===== config.mk =====
export PLATFORM = sky130hd
export DESIGN_NAME = frog_move_controller
export DESIGN_NICKNAME = d
export VERILOG_FILES = /design/src/rtl/frog_move_controller.sv
export SDC_FILE = /design/constraint.sdc
export NUM_CORES = 1
export LEC_CHECK = 0
export ABC_CLOCK_PERIOD_IN_PS = 2770
export BUFFER_PORTS_ARGS = -buffer_cell sky130_fd_sc_hd__buf_2
export CORE_MARGIN = 5
export CORE_UTILIZATION = 55
export DETAILED_ROUTE_END_ITERATION = 7
export GPL_ROUTABILITY_DRIVEN = 0
export PLACE_DENSITY = 0.88
export SYNTH_ARGS = -nofsm -noshare
export SYNTH_HDL_FRONTEND = slang
export SYNTH_SLANG_ARGS = --single-unit

===== constraint.sdc =====
create_clock -name clk -period 2.77 [get_ports clk]
set_clock_uncertainty 0.15 [all_clocks]
set_input_delay 0.1385 -clock clk [delete_from_list [all_inputs] [get_ports clk]]
set_output_delay 0.1385 -clock clk [all_outputs]
set_load 0.02 [all_outputs]

===== src/rtl/frog_move_controller.sv =====
// ============================================================================
// Module      : frog_move_controller
// Description : Debounced four-button grid mover for the frog sprite. Moves
//               are applied only at frame boundaries.
// Revision    : 1.0 - initial release
// ============================================================================
`default_nettype none

module frog_move_controller #(
    parameter int DEBOUNCE_CYCLES = 250000,
    parameter int GRID_SIZE       = 32,
    parameter int COLS            = 20,
    parameter int ROWS            = 15,
    parameter int START_COL       = 10,
    parameter int START_ROW       = 14
) (
    input  logic       clk,
    input  logic       reset,
    input  logic       btn_up,
    input  logic       btn_down,
    input  logic       btn_left,
    input  logic       btn_right,
    input  logic       frame_tick,
    output logic [9:0] frog_x,
    output logic [9:0] frog_y,
    output logic       frog_moved,
    output logic       frog_home
);

    localparam int c_CNT_W = (DEBOUNCE_CYCLES > 1) ? $clog2(DEBOUNCE_CYCLES) : 1;

    localparam logic [1:0] c_DIR_UP    = 2'd0;
    localparam logic [1:0] c_DIR_DOWN  = 2'd1;
    localparam logic [1:0] c_DIR_LEFT  = 2'd2;
    localparam logic [1:0] c_DIR_RIGHT = 2'd3;

    typedef enum logic [1:0] {
        IDLE    = 2'd0,
        PENDING = 2'd1,
        HOME    = 2'd2
    } state_t;

    logic [3:0] w_raw;
    logic [3:0] r_sync1;
    logic [3:0] r_sync2;
    logic [3:0] w_deb;
    logic [3:0] r_deb_d;
    logic [3:0] w_press;

    state_t     r_state;
    state_t     w_state_next;
    logic [1:0] r_dir;
    logic [1:0] w_dir_next;
    logic [9:0] r_col;
    logic [9:0] r_row;
    logic [9:0] w_col_next;
    logic [9:0] w_row_next;
    logic       w_moved;
    logic       w_home;

    // Bit order: [0]=up [1]=down [2]=left [3]=right (also priority order)
    assign w_raw = {btn_right, btn_left, btn_down, btn_up};

    always_ff @(posedge clk) begin
        if (reset) begin
            r_sync1 <= '0;
            r_sync2 <= '0;
            r_deb_d <= '0;
        end else begin
            r_sync1 <= w_raw;
            r_sync2 <= r_sync1;
            r_deb_d <= w_deb;
        end
    end

    generate
        for (genvar i = 0; i < 4; i++) begin : g_btn
            logic [c_CNT_W-1:0] r_cnt;
            logic               r_deb;

            // Count consecutive samples that disagree with the accepted level;
            // any agreeing sample restarts the count.
            always_ff @(posedge clk) begin
                if (reset) begin
                    r_cnt <= '0;
                    r_deb <= 1'b0;
                end else if (r_sync2[i] == r_deb) begin
                    r_cnt <= '0;
                end else if (r_cnt == c_CNT_W'(DEBOUNCE_CYCLES - 1)) begin
                    r_cnt <= '0;
                    r_deb <= r_sync2[i];
                end else begin
                    r_cnt <= r_cnt + 1'b1;
                end
            end

            assign w_deb[i] = r_deb;
        end
    endgenerate

    assign w_press = w_deb & ~r_deb_d;

    always_comb begin
        w_state_next = r_state;
        w_dir_next   = r_dir;
        w_col_next   = r_col;
        w_row_next   = r_row;
        w_moved      = 1'b0;
        w_home       = 1'b0;
        case (r_state)
            IDLE: begin
                if (|w_press) begin
                    w_state_next = PENDING;
                    if (w_press[0])      w_dir_next = c_DIR_UP;
                    else if (w_press[1]) w_dir_next = c_DIR_DOWN;
                    else if (w_press[2]) w_dir_next = c_DIR_LEFT;
                    else                 w_dir_next = c_DIR_RIGHT;
                end
            end
            PENDING: begin
                if (frame_tick) begin
                    w_state_next = IDLE;
                    case (r_dir)
                        c_DIR_UP: begin
                            if (r_row != 10'd0) begin
                                w_row_next = r_row - 10'd1;
                                w_moved    = 1'b1;
                            end
                        end
                        c_DIR_DOWN: begin
                            if (r_row != 10'(ROWS - 1)) begin
                                w_row_next = r_row + 10'd1;
                                w_moved    = 1'b1;
                            end
                        end
                        c_DIR_LEFT: begin
                            if (r_col != 10'd0) begin
                                w_col_next = r_col - 10'd1;
                                w_moved    = 1'b1;
                            end
                        end
                        default: begin
                            if (r_col != 10'(COLS - 1)) begin
                                w_col_next = r_col + 10'd1;
                                w_moved    = 1'b1;
                            end
                        end
                    endcase
                    if (w_moved && (w_row_next == 10'd0)) begin
                        w_home       = 1'b1;
                        w_state_next = HOME;
                    end
                end
            end
            HOME: begin
                if (frame_tick) begin
                    w_col_next   = 10'(START_COL);
                    w_row_next   = 10'(START_ROW);
                    w_moved      = 1'b1;
                    w_state_next = IDLE;
                end
            end
            default: w_state_next = IDLE;
        endcase
    end

    always_ff @(posedge clk) begin
        if (reset) begin
            r_state    <= IDLE;
            r_dir      <= c_DIR_UP;
            r_col      <= 10'(START_COL);
            r_row      <= 10'(START_ROW);
            frog_x     <= 10'(START_COL * GRID_SIZE);
            frog_y     <= 10'(START_ROW * GRID_SIZE);
            frog_moved <= 1'b0;
            frog_home  <= 1'b0;
        end else begin
            r_state    <= w_state_next;
            r_dir      <= w_dir_next;
            r_col      <= w_col_next;
            r_row      <= w_row_next;
            frog_x     <= 10'(w_col_next * GRID_SIZE);
            frog_y     <= 10'(w_row_next * GRID_SIZE);
            frog_moved <= w_moved;
            frog_home  <= w_home;
        end
    end

endmodule

`default_nettype wire


==> results of run 1 <==
## cell type report
type / count / share of cell area, %
inverter: 28 / 1.59
clock buffer: 22 / 7.00
sequential: 114 / 34.6
multi-input combinational: 533 / 49.2
clock inverter: 10 / 1.99
tap: 136 / 2.57
timing repair buffer: 31 / 3.07
## kinds of logic after synthesis
logic type,synth area share (%)
buffers and inverters,6.98
DFF,38.6
AOI/OAI and AO/OA,8.15
other,0.0634
xor gates and xnor gates,11.1
adders and majority gates,4.36
muxes,1.02
and+or+nand+nor,29.7
## path summary, 6_finish.rpt
| kind | end | cells past startpoint |
|---|---|---|
| worst max-delay path | r_col[8]$_SDFFE_PP0P_ | 10 |
| worst min-delay path | r_sync1[0]$_SDFF_PP0_ | 3 |
| worst max register to register | r_col[8]$_SDFFE_PP0P_ | 10 |
| worst min register to register | r_sync2[1]$_SDFF_PP0_ | 1 |
## routing by layer
layer	vias up	track usage (%)	share of wire (%)
li1	2447	-	-
met1	2336	23.7	42
met2	198	34.4	49
met3	39	4.03	6.4
met4	0	9.13	2.3
met5	-	0	0
## worst reg2reg max path: stages (launching register included)
cell and delay (ps):
sky130_fd_sc_hd__dfxtp_1 310, sky130_fd_sc_hd__nand2b_1 190, sky130_fd_sc_hd__inv_2 180, sky130_fd_sc_hd__ha_1 300, sky130_fd_sc_hd__nor2b_1 150, sky130_fd_sc_hd__o21ai_0 260, sky130_fd_sc_hd__a21oi_1 140, sky130_fd_sc_hd__o31ai_1 320
sky130_fd_sc_hd__xor2_1 110, sky130_fd_sc_hd__or3_1 320, sky130_fd_sc_hd__a21oi_1 140
## what timing repair did
| item | 4_1_cts | 5_1_grt |
|---|---|---|
| endpoints found under the setup margin | 0 | 3 |
| endpoints found under the hold margin | 24 | 0 |
| hold buffers | 6 | 0 |
| resized for setup | 0 | 4 |
## synth_stat cells (2+ instances only)
library cell and number:
sky130_fd_sc_hd__inv_1 28, sky130_fd_sc_hd__nand3b_1 3, sky130_fd_sc_hd__buf_2 6, sky130_fd_sc_hd__nor2_1 128, sky130_fd_sc_hd__nand4_1 20, sky130_fd_sc_hd__and3_1 11
sky130_fd_sc_hd__buf_4 21, sky130_fd_sc_hd__dfxtp_1 114, sky130_fd_sc_hd__a21oi_1 25, sky130_fd_sc_hd__buf_6 2, sky130_fd_sc_hd__and4_1 3, sky130_fd_sc_hd__nand3_1 42
sky130_fd_sc_hd__or4_1 2, sky130_fd_sc_hd__and2b_2 2, sky130_fd_sc_hd__xnor2_1 40, sky130_fd_sc_hd__nor3_1 18, sky130_fd_sc_hd__xor2_1 35, sky130_fd_sc_hd__o22ai_1 4
sky130_fd_sc_hd__a32o_1 2, sky130_fd_sc_hd__clkbuf_8 4, sky130_fd_sc_hd__mux2i_1 6, sky130_fd_sc_hd__o211ai_1 3, sky130_fd_sc_hd__nand4b_1 3, sky130_fd_sc_hd__and3_2 5
sky130_fd_sc_hd__nor4b_1 4, sky130_fd_sc_hd__ha_1 19, sky130_fd_sc_hd__nor2b_1 16, sky130_fd_sc_hd__a22oi_1 7, sky130_fd_sc_hd__o21bai_1 2, sky130_fd_sc_hd__nand2b_1 3
sky130_fd_sc_hd__and2_1 2, sky130_fd_sc_hd__nor4_1 15, sky130_fd_sc_hd__nor3b_1 2, sky130_fd_sc_hd__clkbuf_1 9, sky130_fd_sc_hd__or3_1 14, sky130_fd_sc_hd__or2_2 2
sky130_fd_sc_hd__nand2_1 43, sky130_fd_sc_hd__o21ai_0 15
## flip-flops by register name (all words and copies together), names as in the netlist
register and count:
frog_home 1, frog_moved 1, g_btn.r_cnt 72, g_btn.r_deb 4, r_col 10, r_deb_d 4
r_dir 2, r_row 10, r_state 2, r_sync1 4, r_sync2 4
## power by group
| part | internal (mW) | switching (mW) |
|---|---|---|
| clock network | 1.43 | 0.725 |
| logic | 0.0191 | 0.0389 |
| registers | 1.65 | 0.00560 |
## metrics by stage
step	hold slack (ps)	power, mW	instances	instance area [um^2]	util, %
5_1_grt	264	3.99	874	6610	63.5
2_1_floorplan	114	1.74	719	5950	-
4_1_cts	236	3.89	874	6610	63.4
3_5_place_dp	212	1.74	836	5950	57.1
6_report	234	3.87	874	6610	63.5
3_3_place_gp	204	1.74	836	5950	57.1
==> run metrics, run 1 <==
later-pin clock latency in the skew report=between 500 and 600 ps; static leakage=2.34 nW; number of enable-type register cells in the synthesized netlist=0; CP startpoint=r_dir[0]$_SDFFE_PP0P_; CP max FO=9; yosys synthesis warning count=0; clock period minus worst slack=approximately 2600 ps; largest buffer count on any clock path=2; share of synthesized area occupied by flip-flops and latches=between 30% and 40%; worst-margin pin slew=730 ps; fraction of synthesized cell area taken by the top area cell type=38.6%; Port Buffers=18; stage delay of the slowest cell on the critical path=320 ps; final count of negative-setup-slack endpoints=0; cell at the slowest stage of the critical path=sky130_fd_sc_hd__o31ai_1; Worst Path Buf+Inv=1; fraction of synthesis flops using an asynchronous set or reset pin=0%; kind of start point of the critical path=register; CTS H-tree lvls=4; Reg clk slew, reported paths=around 50 ps; number of setup buffers added after CTS=0; wire length of the first global-routing pass=between 20 and 25 mm; most common cell after layout, fill and taps aside=sky130_fd_sc_hd__nor2_1; Placement Rows=37; Die W=around 110 um; Avg Inst Size Synth=approximately 8.3 um^2; layout cells sized above 1=a little over a tenth; cell-by-cell listing of the critical path=nand2b_1 > inv_2 > ha_1 > nor2b_1 > o21ai_0 > a21oi_1 > o31ai_1 > xor2_1 > or3_1 > a21oi_1; smallest setup slack after layout=between 100 and 150 ps; flip-flop and latch area=2280 um^2; slew margin rel.=approximately half; maximum number of pins on one net before global-route repair=21; overall die height=roughly 110 um; peak ir drop on the vdd network=between 0.3 and 0.4 mV; fin crit share=95.6%; length of the first detailed-routing pass in iterations=5; cell accounting for the most synthesized area=sky130_fd_sc_hd__dfxtp_1; Crit. End Element=register; starting density of the core=between 50 and 60%; NumNets Final=about 750; TritonCTS clock tree=yes; Worst Min Path Start=btn_up; distinct cell type count of the synthesized netlist=between 60 and 70; final-report hold violation count=0; worst slack at placement=33.7 ps; DRC violations left=0; total count of max-transition violations in the final report=0; setup TNS=0 ps; Core Footprint=about 10000 um^2; wire length reported by the detailed router=12.4 mm; Die Outline Area=12900 um^2; initial antenna violation count=0; Critical Setup Path Class=reg -> reg; filler instances=803; achievable frequency=roughly 0.38 GHz; grt ovf=0; DP HPWL=between 8 and 9 mm; mean number of vias per cell=~5.7; arrival time of data at the critical path endpoint=between 2000 and 3000 ps; required time of the worst setup path=slightly above 3000 ps; count of pins on the block boundary=29; most frequent cell on the critical path=sky130_fd_sc_hd__a21oi_1; commonest cells after routing, fill and taps aside=sky130_fd_sc_hd__nor2_1, sky130_fd_sc_hd__dfxtp_1, sky130_fd_sc_hd__nand2_1; Antenna Nets Post-Route=0; maximum capacitance violations=0; clock net sink count=around 110; area taken by multi-input logic gates=3250 um^2; combined area of all synthesized cells=just under 6000 um^2; RSZ-0062 raised after global routing=no; Global Route Usage Sum=19.9%; startpoint of the most critical register-to-register path=r_dir[0]$_SDFFE_PP0P_; via count of the first global-routing pass=~5000; Hold/Removal Path Class=in -> reg; per-cell routed wire length=between 10 and 15 um; worst reg2reg setup slack=~120 ps; most used flip-flop cell after synthesis=sky130_fd_sc_hd__dfxtp_1; top post-synthesis cells by area=sky130_fd_sc_hd__dfxtp_1, sky130_fd_sc_hd__nor2_1, sky130_fd_sc_hd__xnor2_1; Yosys reg bits=~110; CTS Buf Count=17; count of routing violations after the opening detailed-route iteration=267; Layout Area Growth over Synthesis=11.8%; crit-path leading delay family=compound AO/OA/AOI/OAI gates; number of standard cells after synthesis=710; outcome=complete, no violations; Diodes inserted=0; clock tree root buffer cell=sky130_fd_sc_hd__clkbuf_8; total power density per cell area=approximately 590 nW/um^2; total vias in the final route=between 5000 and 6000
(Power assumes the default switching activity.)
==> inputs of run 2 (changes only) <==
--- a/config.mk
+++ b/config.mk
@@ -6,7 +6,7 @@
 export NUM_CORES = 1
 export LEC_CHECK = 0
 export ABC_CLOCK_PERIOD_IN_PS = 2770
-export BUFFER_PORTS_ARGS = -buffer_cell sky130_fd_sc_hd__buf_2
+export BUFFER_PORTS_ARGS = -buffer_cell sky130_fd_sc_hd__clkbuf_2
 export CORE_MARGIN = 5
 export CORE_UTILIZATION = 55
 export DETAILED_ROUTE_END_ITERATION = 7
==> constraint.sdc (replaced) <==
create_clock -name clk -period 2.77 [get_ports clk]
set_clock_uncertainty 0.15 [all_clocks]
set_input_delay 0 -clock clk [delete_from_list [all_inputs] [get_ports clk]]
set_output_delay 0 -clock clk [all_outputs]
set_load 0.02 [all_outputs]
==> run 2 against run 1 <==
Effect of this change:
- combinational power is 6.7% higher
- critical endpoint is now r_col[9]$_SDFFE_PP0P_
- clock power rose by 4%
- largest cell class unchanged
- cell count up 0.46%
- sequential share of layout area decreased by 0.36 points
- global-route usage rose by 0.58 points
- utilization grew 0.67 points
- via count up 0.58%
- worst hold slack improved by 61 ps
- cell area is 1.1% higher
==> run metrics, run 2 (synthesis gave the netlist of run 1 again) <==
outcome=complete, no violations (unchanged); per-cell routed wire length=14.8 um (was 14.2 um); kind of start point of the critical path=register (unchanged); starting density of the core=56.8% (unchanged); Reg clk slew, reported paths=60 ps (was 50 ps); Port Buffers=18 (unchanged); clock tree root buffer cell=sky130_fd_sc_hd__clkbuf_8 (unchanged); cell count of the worst reg-to-reg path=10 (unchanged); TritonCTS clock tree=yes (unchanged); count of pins on the block boundary=29 (unchanged); Die W=114 um (unchanged); Reg with most FFs=g_btn.r_cnt (unchanged); largest buffer count on any clock path=2 (unchanged); flip-flop and latch area=2280 um^2 (unchanged); end of the worst register-to-register path=r_col[9]$_SDFFE_PP0P_ (was r_col[8]$_SDFFE_PP0P_); slew margin rel.=48.0% (was 51.0%); Core Footprint=10400 um^2 (unchanged); largest registers=g_btn.r_cnt: 72 flops, r_col: 10 flops, r_row: 10 flops (unchanged); Global Route Usage Sum=20.5% (was 19.9%); clock period minus worst slack=2610 ps (was 2650 ps); fin crit share=94.4% (was 95.6%); startpoint of the most critical register-to-register path=r_dir[0]$_SDFFE_PP0P_ (unchanged); initial antenna violation count=0 (unchanged); arrival time of data at the critical path endpoint=2870 ps (was 2940 ps); Die Outline Area=12900 um^2 (unchanged); CTS H-tree lvls=4 (unchanged); count of routing violations after the opening detailed-route iteration=432 (was 267); Critical Setup Path Class=reg -> reg (unchanged); later-pin clock latency in the skew report=520 ps (was 510 ps); Worst Hold Margin=295 ps (was 234 ps); Crit. End Element=register (unchanged); clock net sink count=114 (unchanged); CP max FO=9 (unchanged); achievable frequency=0.383 GHz (was 0.378 GHz); DP HPWL=8.46 mm (about the same); most common cell after layout, fill and taps aside=sky130_fd_sc_hd__nor2_1 (unchanged); maximum capacitance violations=0 (unchanged); overall die height=114 um (unchanged); Placement Rows=37 (unchanged); RSZ-0062 raised after global routing=no (unchanged); NumNets Final=756 (was 752); Diodes inserted=0 (unchanged); length of the first detailed-routing pass in iterations=7 (was 5); grt ovf=0 (unchanged); total count of max-transition violations in the final report=0 (unchanged); worst setup path endpoint=r_col[9]$_SDFFE_PP0P_ (was r_col[8]$_SDFFE_PP0P_); peak ir drop on the vdd network=0.438 mV (was 0.365 mV); final count of negative-setup-slack endpoints=0 (unchanged); Layout Area Growth over Synthesis=13.0% (was 11.8%); Hold/Removal Path Class=reg -> reg (was in -> reg); Antenna Nets Post-Route=0 (unchanged); setup TNS=0 ps (unchanged); via count of the first global-routing pass=4757 (was 4883); worst-margin pin slew=774 ps (was 730 ps); maximum number of pins on one net before global-route repair=43 (was 21); filler instances=779 (was 803); total vias in the final route=5049 (was 5020); DRC violations left=0 (unchanged); area taken by multi-input logic gates=3270 um^2 (was 3250 um^2); CTS Buf Count=17 (unchanged); mean number of vias per cell=5.75 (was 5.74); final-report hold violation count=0 (unchanged); max reg flops=72 (unchanged); wire length reported by the detailed router=13.0 mm (was 12.4 mm); wire length of the first global-routing pass=21.8 mm (was 21.7 mm); fraction of the core area covered by cells at the end of the flow=64.1% (was 63.5%); layout cells sized above 1=10.4% (about the same); required time of the worst setup path=3020 ps (was 3060 ps); worst reg2reg setup slack=160 ps (was 120 ps); static leakage=2.38 nW (was 2.34 nW); commonest cells after routing, fill and taps aside=sky130_fd_sc_hd__nor2_1, sky130_fd_sc_hd__dfxtp_1, sky130_fd_sc_hd__nand2_1 (unchanged); total power density per cell area=593 nW/um^2 (was 586 nW/um^2); CP startpoint=r_dir[0]$_SDFFE_PP0P_ (unchanged)
==> run 2: worst min-delay path by stage <==
stage                             to                   from  slack (ps)  cells past startpoint
2_1_floorplan  frog_moved$_SDFF_PP0_             frame_tick         -20                      2
3_3_place_gp   r_sync1[2]$_SDFF_PP0_               btn_left          60                      2
3_5_place_dp   r_sync1[0]$_SDFF_PP0_                 btn_up          80                      2
4_1_cts        r_row[2]$_SDFFE_PP1P_             frame_tick         260                      4
5_1_grt        r_sync2[1]$_SDFF_PP0_  r_sync1[1]$_SDFF_PP0_         310                      1
6_report       r_sync2[1]$_SDFF_PP0_  r_sync1[1]$_SDFF_PP0_         300                      1
==> run 2: area by class of cell <==
| type | instances | area share [%] |
|---|---|---|
| sequential | 114 | 34.2 |
| timing repair buffer | 35 | 3.67 |
| clock inverter | 10 | 2.34 |
| multi-input combinational | 533 | 48.9 |
| clock buffer | 22 | 6.78 |
| tap | 136 | 2.55 |
| inverter | 28 | 1.57 |
==> run 2: power by group <==
part           internal (mW)  switching [mW]  total [mW]
sequential              1.65         0.00606        1.66
clock                   1.50           0.741        2.24
combinational         0.0222          0.0397      0.0619
==> run 2: stage by stage <==
step / worst slack [ps] / instance area, um^2 / instances / total power, mW
6_report: 156 / 6680 / 878 / 3.96
5_1_grt: 9.95 / 6680 / 878 / 4.07
2_1_floorplan: 27.3 / 5950 / 719 / 1.74
3_3_place_gp: 203 / 5940 / 835 / 1.74
3_5_place_dp: 69.2 / 5940 / 835 / 1.74
4_1_cts: 66.8 / 6660 / 878 / 3.97
==> run 2: timing repair <==
item | CTS | global route
endpoints found under the hold margin | 37 | 0
setup endpoints to repair | 0 | 4
resized for setup | 0 | 6
setup buffers | 0 | 0
hold buffers | 11 | 0
==> run 2: metal layers <==
metal	up-vias	track usage [%]	wire length (um)
met4	0	7.61	249
met5	-	0	0
li1	2453	-	-
met3	23	5.31	805
met2	187	35.4	6450
met1	2386	24.4	5460
==> run 2: worst max-delay path: stages (launching register included) <==
cell and delay, ps:
sky130_fd_sc_hd__dfxtp_1 310, sky130_fd_sc_hd__nand2b_1 180, sky130_fd_sc_hd__inv_2 180, sky130_fd_sc_hd__ha_1 270, sky130_fd_sc_hd__a21oi_2 200, sky130_fd_sc_hd__o2111ai_1 190
sky130_fd_sc_hd__a31o_2 280, sky130_fd_sc_hd__a21oi_1 170, sky130_fd_sc_hd__xnor2_1 200, sky130_fd_sc_hd__nor4b_2 90, sky130_fd_sc_hd__a221o_1 280
